--- src/rtl/imem_pkg.sv ---
// Shared types and constants for the instruction-memory fetch sequencer.
// Pure definitions; no timing or flow-control behaviour of its own.
// Imported by imem_fetch_ctrl and imem_byte_assembler.
package imem_pkg;

    typedef enum logic [1:0] {
        LOAD  = 2'd0,
        FETCH = 2'd1,
        HOLD  = 2'd2,
        FAULT = 2'd3
    } fetch_state_t;

    localparam int          INST_BYTES       = 4;
    localparam logic [31:0] DEFAULT_RESET_PC = 32'h0000_0000;

    // A fetch target must be word aligned and its last byte must sit inside the array.
    function automatic logic pc_in_range(input logic [31:0] pc, input int unsigned addr_w);
        logic [32:0] last_byte;
        logic [32:0] top_byte;
        last_byte = {1'b0, pc} + 33'(INST_BYTES - 1);
        top_byte  = (33'd1 << addr_w) - 33'd1;
        return (pc[1:0] == 2'b00) && (last_byte <= top_byte);
    endfunction

endpackage

--- src/rtl/imem_byte_assembler.sv ---
// Collects four returned memory bytes into one big-endian word (first byte lands in [31:24]).
// Latency: done and the full word are presented combinationally with the fourth byte.
// Backpressure: none; the caller only captures when a byte is known to be on mem_rdata.
module imem_byte_assembler
    import imem_pkg::*;
(
    input  logic        clk,
    input  logic        reset_n,
    input  logic        clear,
    input  logic        capture_vld,
    input  logic [7:0]  capture_dat,
    output logic [31:0] word_dat,
    output logic        done
);

    logic [1:0]  byte_idx;
    logic [31:0] word_q;

    // Shift-in keeps the earliest byte moving toward the top, so the final word is big-endian.
    assign word_dat = {word_q[23:0], capture_dat};
    assign done     = capture_vld && !clear && (byte_idx == 2'(INST_BYTES - 1));

    always_ff @(posedge clk or negedge reset_n) begin
        if (!reset_n) begin
            byte_idx <= 2'd0;
            word_q   <= 32'h0;
        end else if (clear) begin
            byte_idx <= 2'd0;
            word_q   <= 32'h0;
        end else if (capture_vld) begin
            byte_idx <= byte_idx + 2'd1;
            word_q   <= word_dat;
        end
    end

endmodule

--- src/rtl/imem_fetch_ctrl.sv ---
// Fetch sequencer: boot loader write port, 4-byte sequential fetch, redirect and range fault.
// Latency: inst_valid rises 5 cycles after FETCH entry; one instruction per 6 cycles at best.
// Backpressure: inst_data/inst_pc hold while inst_ready is low; no new fetch until handshake.
module imem_fetch_ctrl
    import imem_pkg::*;
#(
    parameter int          ADDR_W   = 7,
    parameter logic [31:0] RESET_PC = DEFAULT_RESET_PC
) (
    input  logic              clk,
    input  logic              reset_n,
    input  logic              boot_hold,
    input  logic              load_valid,
    output logic              load_ready,
    input  logic [ADDR_W-1:0] load_addr,
    input  logic [7:0]        load_data,
    output logic              mem_en,
    output logic              mem_we,
    output logic [ADDR_W-1:0] mem_addr,
    output logic [7:0]        mem_wdata,
    input  logic [7:0]        mem_rdata,
    input  logic              redirect_valid,
    input  logic [31:0]       redirect_pc,
    output logic              inst_valid,
    input  logic              inst_ready,
    output logic [31:0]       inst_data,
    output logic [31:0]       inst_pc,
    output logic              fault
);

    localparam logic [2:0] ISSUE_CYCLES = 3'(INST_BYTES);

    fetch_state_t state;
    logic [31:0]  pc;
    logic [2:0]   fetch_cyc;

    logic         redirect_act;
    logic         start_vld;
    logic [31:0]  start_pc;
    logic         start_legal;

    logic         asm_clear;
    logic         asm_capture;
    logic         asm_done;
    logic [31:0]  asm_word;

    assign redirect_act = redirect_valid && (state != LOAD);
    assign load_ready   = (state == LOAD);

    // Every way of picking a new pc funnels through here so the range check is applied once.
    always_comb begin
        start_vld = 1'b0;
        start_pc  = pc;
        if (state == LOAD) begin
            if (!boot_hold) begin
                start_vld = 1'b1;
                start_pc  = RESET_PC;
            end
        end else if (redirect_act) begin
            start_vld = 1'b1;
            start_pc  = redirect_pc;
        end else if ((state == HOLD) && inst_ready) begin
            start_vld = 1'b1;
            start_pc  = pc + 32'd4;
        end
    end

    assign start_legal = pc_in_range(start_pc, ADDR_W);

    always_comb begin
        mem_en    = 1'b0;
        mem_we    = 1'b0;
        mem_addr  = '0;
        mem_wdata = '0;
        if (state == LOAD) begin
            mem_we = load_valid;
            if (load_valid) begin
                mem_addr  = load_addr;
                mem_wdata = load_data;
            end
        end else if ((state == FETCH) && (fetch_cyc < ISSUE_CYCLES)) begin
            mem_en   = 1'b1;
            mem_addr = pc[ADDR_W-1:0] + ADDR_W'(fetch_cyc);
        end
    end

    // Read data trails each issue by one cycle, so capture runs on fetch cycles 1..4.
    assign asm_capture = (state == FETCH) && (fetch_cyc != 3'd0);
    assign asm_clear   = redirect_act || (state != FETCH);

    imem_byte_assembler u_asm (
        .clk         (clk),
        .reset_n     (reset_n),
        .clear       (asm_clear),
        .capture_vld (asm_capture),
        .capture_dat (mem_rdata),
        .word_dat    (asm_word),
        .done        (asm_done)
    );

    always_ff @(posedge clk or negedge reset_n) begin
        if (!reset_n) begin
            state      <= LOAD;
            pc         <= RESET_PC;
            fetch_cyc  <= 3'd0;
            inst_valid <= 1'b0;
            inst_data  <= 32'h0;
            inst_pc    <= 32'h0;
            fault      <= 1'b0;
        end else if (start_vld) begin
            pc         <= start_pc;
            fetch_cyc  <= 3'd0;
            inst_valid <= 1'b0;
            state      <= start_legal ? FETCH : FAULT;
            fault      <= !start_legal;
        end else begin
            case (state)
                FETCH: begin
                    if (asm_done) begin
                        inst_data  <= asm_word;
                        inst_pc    <= pc;
                        inst_valid <= 1'b1;
                        fetch_cyc  <= 3'd0;
                        state      <= HOLD;
                    end else begin
                        fetch_cyc <= fetch_cyc + 3'd1;
                    end
                end
                FAULT: begin
                    inst_valid <= 1'b0;
                    fault      <= 1'b1;
                end
                default: begin
                end
            endcase
        end
    end

endmodule
--- config.mk ---
export PLATFORM = sky130hd
export DESIGN_NAME = imem_fetch_ctrl
export DESIGN_NICKNAME = d
export VERILOG_FILES = /design/src/rtl/imem_pkg.sv /design/src/rtl/imem_byte_assembler.sv /design/src/rtl/imem_fetch_ctrl.sv
export SDC_FILE = /design/constraint.sdc
export NUM_CORES = 1
export LEC_CHECK = 0
export CORE_MARGIN = 3
export CORE_UTILIZATION = 40
export CTS_CLUSTER_SIZE = 20
export DETAILED_ROUTE_END_ITERATION = 8
export PLACE_DENSITY = 0.72
export RECOVER_POWER = 50
export SYNTH_ARGS = -nofsm -noshare
export SYNTH_HDL_FRONTEND = slang
export SYNTH_SLANG_ARGS = --single-unit
--- constraint.sdc ---
create_clock -name clk -period 5 [get_ports clk]
set_input_delay 0.75 -clock clk [delete_from_list [all_inputs] [get_ports clk]]
set_output_delay 0.75 -clock clk [all_outputs]
set_load 0.01 [all_outputs]
# Word-level counts from Yosys, hierarchy flattened
# Cells that the tools add are included.
[word_totals]
ff_bits = 129
inputBits = 61
[classes]
eq_ne = 6
mux = 32
magnitude_cmp = 2
bitwise = 1
n_addsub = 5
n_reduce_logical = 22
[ops]
columns = ["cell", "n"]
rows = [
  ["32-bit 2-to-1 mux", 4],
  ["24-bit 2-to-1 mux", 2],
  ["32-bit by 2-bit adder with 33-bit output, second input constant", 1],
  ["33-bit by 7-bit <= comparator with 1-bit output, second input constant", 1],
  ["32-bit by 3-bit adder with 32-bit output, second input constant", 1],
  ["7-bit 2-to-1 mux", 3],
  ["8-bit 2-to-1 mux", 2],
  ["2-bit 2-to-1 mux", 6],
  ["1-bit 2-to-1 mux", 11],
  ["2-bit nonzero test", 5],
  ["3-bit 2-to-1 mux", 3],
  ["7-bit by 3-bit adder with 7-bit output", 1],
  ["1-bit logical AND", 7],
  ["2-bit equality test, second input constant", 3],
  ["3-bit nonzero test", 2],
  ["2-bit logical NOT", 2],
  ["2-bit AND reduction", 2],
  ["3-bit by 1-bit adder with 3-bit output, second input constant", 1],
  ["3-bit less-than comparator, second input constant", 1],
  ["3-bit != test, second input constant", 1],
  ["3-bit AND reduction", 1],
  ["2-bit by 1-bit adder with 2-bit output, second input constant", 1],
  ["2-bit by 1-bit equality test with 1-bit output, second input constant", 1],
  ["1-bit logical NOT", 2],
  ["4 further kinds", 4],
]

# Depth between registers and ports, before layout
[depth]
depth_word = 10
depth_mapped = 17

# Modules after synthesis
# Synthesis repeated with hierarchy kept, for this count alone.
[hier_totals]
cells_unflattened = 753
hier_area_um2 = 7546.0
[modules_own_cells]
columns = ["module", "area_per_inst_um2", "cells_each", "n_inst", "seq_area_each_um2"]
rows = [
  ["imem_fetch_ctrl", 6389.9, 658, 1, 2577.5],
  ["imem_byte_assembler", 1156.1, 95, 1, 650.6],
]

# Worst setup path after synthesis
# OpenSTA, ideal clock, no wires.
[synth_path]
kind = "input port to flip-flop"
start = "input port redirect_valid"
end = "register state[1]"
path_stages = 16
setup_time_ps = 124
slack_ps = 1006
arrival_ps = 3870
required_ps = 4876
path_cell_list = "buf_2 o21a_1 buf_2 buf_1 a22o_1 inv_1 ha_1 nand4b_1 or3b_1 buf_2 or4b_1 a22oi_1 nand4_1 nor4_1 nand4_1 o31a_1"
[synth_via]
elab_chain_len = 8
[synth_rtl]
columns = ["element", "line_no", "text"]
rows = [
  ["start, declared", "imem_fetch_ctrl.sv:22", "input logic redirect_valid,"],
  ["1-bit logical AND (*)", "imem_fetch_ctrl.sv:47", "assign redirect_act = redirect_valid && (state != LOAD);"],
  ["32-bit 2-to-1 mux", "imem_fetch_ctrl.sv:59", "end else if (redirect_act) begin"],
  ["32-bit 2-to-1 mux", "imem_fetch_ctrl.sv:54", "if (state == LOAD) begin"],
  ["32-bit by 2-bit adder with 33-bit output", "imem_pkg.sv:20", "last_byte = {1'b0, pc} + 33'(INST_BYTES - 1);"],
  ["33-bit by 7-bit <= comparator with 1-bit output", "imem_pkg.sv:22", "return (pc[1:0] == 2'b00) && (last_byte <= top_byte);"],
  ["1-bit logical AND", "imem_pkg.sv:22", ""],
  ["2-bit 2-to-1 mux", "imem_fetch_ctrl.sv:114", "state <= start_legal ? FETCH : FAULT;"],
  ["2-bit 2-to-1 mux", "imem_fetch_ctrl.sv:110", "end else if (start_vld) begin"],
  ["end signal, assigned", "imem_fetch_ctrl.sv:114", ""],
  ["end, declared", "imem_fetch_ctrl.sv:33", "fetch_state_t state;"],
]
# Every way passes the cells marked *; elsewhere a longest branch is shown, timed or not.
# A chain may end at the register's enable or synchronous reset.

# Final worst setup path
# Ends and elaborated chain as after synthesis.

==> flow_summary.json <==
{
  "status": "finished with violations",
  "violations": "capacitance limit, slew limit",
  "cts_num_sinks": 129,
  "crit_top_cell": "nand4_1",
  "area_growth_pct": 30.8,
  "netlist_area_um2": 7430,
  "finalHoldViolCount": 0,
  "initial_core_util_pct": 41.1,
  "power_per_cell_area_nw_per_um2": 275,
  "wl_per_cell_um": 18.2,
  "netSwitchingFraction_pct": 28.4,
  "cts_resized": 0,
  "viasPerCell": 5.63,
  "synthCells": 887,
  "drcViolationCount": 0,
  "antenna_found_initial": 0,
  "worst-path-max-fanout": 12,
  "busiest_layer": "met2",
  "fillers": 1698,
  "grtUsageMet3_pct": 4.27,
  "synth-adder-area-share_pct": 1.79,
  "ys.flop_type": "dfrtp_1",
  "fin_nets": 1093,
  "tightest_slew_ns": 2.38,
  "slowest_stage": "dlygate4sd3_1",
  "post-cts-setup-buffer-count": 0,
  "cpPeakStageDelay_ns": 0.74,
  "end_kind": "flip-flop",
  "hold_path.class": "reg2reg",
  "vias": 7116,
  "track_usage_pct": 22.8,
  "fin_util_pct": 53.7,
  "grt_pass1_vias": 6710,
  "timing.fmax_ghz": 0.222,
  "syn_nets": 958,
  "relSlewSlack_pct": -58.6,
  "synth-simple-area-share_pct": 31.6,
  "path_buf_inv": 4,
  "port_buffers": 144,
  "skew_ns": 0.0101,
  "rows": 49,
  "rsz0062_at_grt": "false",
  "slew_violations": 37,
  "synth_cell_type_count": 83,
  "core_um2": 18100,
  "synth_edf_count": 0,
  "ios": 145,
  "seq_power_share_pct": 42.2,
  "crit_type": "in2reg",
  "min_period_ns": 4.50,
  "worstPathArrival_ns": 4.80,
  "synth_compound_area_share_pct": 15.7,
  "yosysWarningCount": 0,
  "synthMuxAreaShare_pct": 1.15,
  "finalWeightedCongestion": 0.972,
  "dieArea_um2": 20200,
  "dr.pass1.iters": 5,
  "synthXorXnorAreaFrac_pct": 1.89,
  "die_w_um": 142,
  "grt_pass1_wl_um": 36900,
  "vdd_ir_drop_max_v": 0.000213,
  "dieHeight_um": 142,
  "cts.reportedPaths.clkPinSlew_ns": 0.07,
  "detail-route-antenna-nets": 0,
  "synth_top_family_by_area": "simple AND/OR/NAND/NOR gates",
  "finalNonFillerCells": 1264,
  "cell_internal_pwr_uw": 1910,
  "layout_common_cells": "284 x nand2_1, 129 x dfrtp_1, 105 x clkdlybuf4s50_1",
  "dp_cells": 1232,
  "n_antenna_cell": 0,
  "grt_max_degree": 50,
  "p_clk_share_pct": 46.7,
  "yosysSeqAreaShare_pct": 43.5,
  "fin_tns_setup_ns": 0,
  "startpoint_type": "input pin",
  "root_buffer": "clkbuf_16",
  "drv_cap": 1,
  "syn_area_per_cell_um2": 8.37,
  "power_frac_comb_pct": 11.1,
  "holdBufCountCts": 0,
  "grtUsageMet1_pct": 31.6,
  "dp_hpwl_um": 16800,
  "p_leak_uw": 0.00441,
  "cts_htree_levels": 4,
  "finalSetupViolations": 0,
  "min_path_cells": 2,
  "clockBufferDepth": 2,
  "switchingPower_uw": 761,
  "final_common_cell": "nand2_1",
  "cts_tree": "yes",
  "cts_buffers": 17,
  "async_flop_share_pct": 100,
  "crit_chain": "dlygate4sd3_1, buf_4, inv_1, clkbuf_1, o211ai_1, a32oi_2, nand4b_1, or3b_1, or4b_1, a22oi_1, nand4_1, nor4_1, nand4_1, o31a_1",
  "overflow": 0,
  "drt_iter0_drc": 722,
  "crit_required_ns": 5.30,
  "drive_gt1_share_pct": 9.66,
  "wl_um": 23000,
  "crit_cells": 14,
  "grt_use_met2_pct": 36.0,
  "critPathTopFamily": "simple AND/OR/NAND/NOR gates",
  "ys_seq_elements": 129,
  "fin_crit_sh_pct": 90.0,
  "clkLatencyLatePin_ns": 0.42,
  "r2r_cells": 13
}
[worst reg2reg max path: stages (launching register included)]
cell,delay [ns]
dfrtp_1,0.34
or2_1,0.41
inv_1,0.34
o2bb2ai_1,0.31
inv_1,0.10
ha_1,0.22
nand4b_1,0.21
or3b_1,0.50
or4b_1,0.55
a22oi_1,0.19
nand4_1,0.12
nor4_1,0.29
nand4_1,0.18
o31a_1,0.14
[sequential cells by signal (all words and copies together), names as in the netlist]
signal	flops
inst_valid	1
inst_pc	32
fetch_cyc	3
inst_data	32
pc	32
fault	1
u_asm.word_q	24
state	2
u_asm.byte_idx	2
[stage by stage]
step                worst slack (ns)  hold WS [ns]  cell area, µm²  total power (µW)
finish                         0.499         0.466            9710              2680
global route                   0.288         0.487            9710              2780
CTS                            0.723         0.328            9730              2690
detailed placement             0.315         0.453            9130              1440
global placement               0.398         0.449            9130              1440
floorplan                       1.01         0.439            7430              1290
[path summary, 6_finish.rpt]
path / slack [ns] / endpoint / startpoint
worst min register to register: 0.47 / inst_data[15] / inst_data[15]
max in group asynchronous: 1.78 / u_asm.word_q[23] / reset_n
worst min-delay path: 0.47 / inst_data[15] / inst_data[15]
min in group asynchronous: 1.06 / pc[3] / reset_n
worst max-delay path: 0.50 / state[1] / redirect_valid
worst max register to register: 1.00 / state[1] / state[1]
[power groups by stage]
stage	Sequential [µW]	Clock (µW)	Combinational [µW]
2_1_floorplan	1110	0	177
3_3_place_gp	1150	0	294
3_5_place_dp	1140	0	294
4_1_cts	1130	1270	296
5_1_grt	1130	1330	322
6_report	1130	1250	296
[Yosys cell counts (4+ instances only)]
cell type | instances | share of area [%]
o21ai_0 | 18 | 1.2
mux2i_1 | 4 | 0.54
o211ai_1 | 11 | 1.1
a22o_1 | 10 | 1.2
and3_1 | 15 | 1.3
and2_1 | 5 | 0.42
nand4_1 | 18 | 1.5
ha_1 | 9 | 1.5
nand4b_1 | 7 | 0.83
clkbuf_1 | 38 | 1.9
nor4_1 | 12 | 1.0
and4_1 | 5 | 0.59
a31oi_1 | 4 | 0.34
nand3_1 | 25 | 1.7
nand2_1 | 284 | 14
o211a_1 | 5 | 0.67
buf_2 | 13 | 0.88
xnor2_1 | 13 | 1.5
nor3_1 | 12 | 0.81
or3_1 | 11 | 0.93
nand2b_1 | 7 | 0.59
nor2_1 | 40 | 2.0
o21ai_1 | 4 | 0.27
o21a_1 | 4 | 0.40
a21oi_1 | 44 | 3.0
inv_1 | 15 | 0.76
buf_1 | 5 | 0.25
a22oi_1 | 15 | 1.5
dfrtp_1 | 129 | 43
o31ai_1 | 4 | 0.40
a31o_2 | 7 | 0.83
a21o_1 | 6 | 0.61
mux2_2 | 4 | 0.61
nor2b_1 | 6 | 0.51
[per-layer routing]
layer	routed length, µm	share of wire [%]	vias up
met3	1650	7.2	49
met2	10700	47	297
met5	0	0	-
li1	-	-	3377
met4	614	2.7	0
met1	9990	43	3393
[final cells by class]
| class | instances | area (µm²) | area share [%] |
|---|---|---|---|
| Clock buffer | 17 | 425 | 4.38 |
| Clock inverter | 15 | 168 | 1.73 |
| Timing Repair Buffer | 177 | 1670 | 17.2 |
| Multi-Input combinational cell | 682 | 3880 | 39.9 |
| Inverter | 15 | 56.3 | 0.580 |
| Sequential cell | 129 | 3230 | 33.2 |
| Tap cell | 229 | 287 | 2.95 |
[logic make-up after synthesis]
group                      Yosys count
AOI/OAI and AO/OA                  166
xor gates and xnor gates            16
adders and majority gates           10
buffers and inverters               76
DFF                                129
muxes                                8
and+or+nand+nor                    482
No activity file was read; power rests on OpenSTA's default activity.
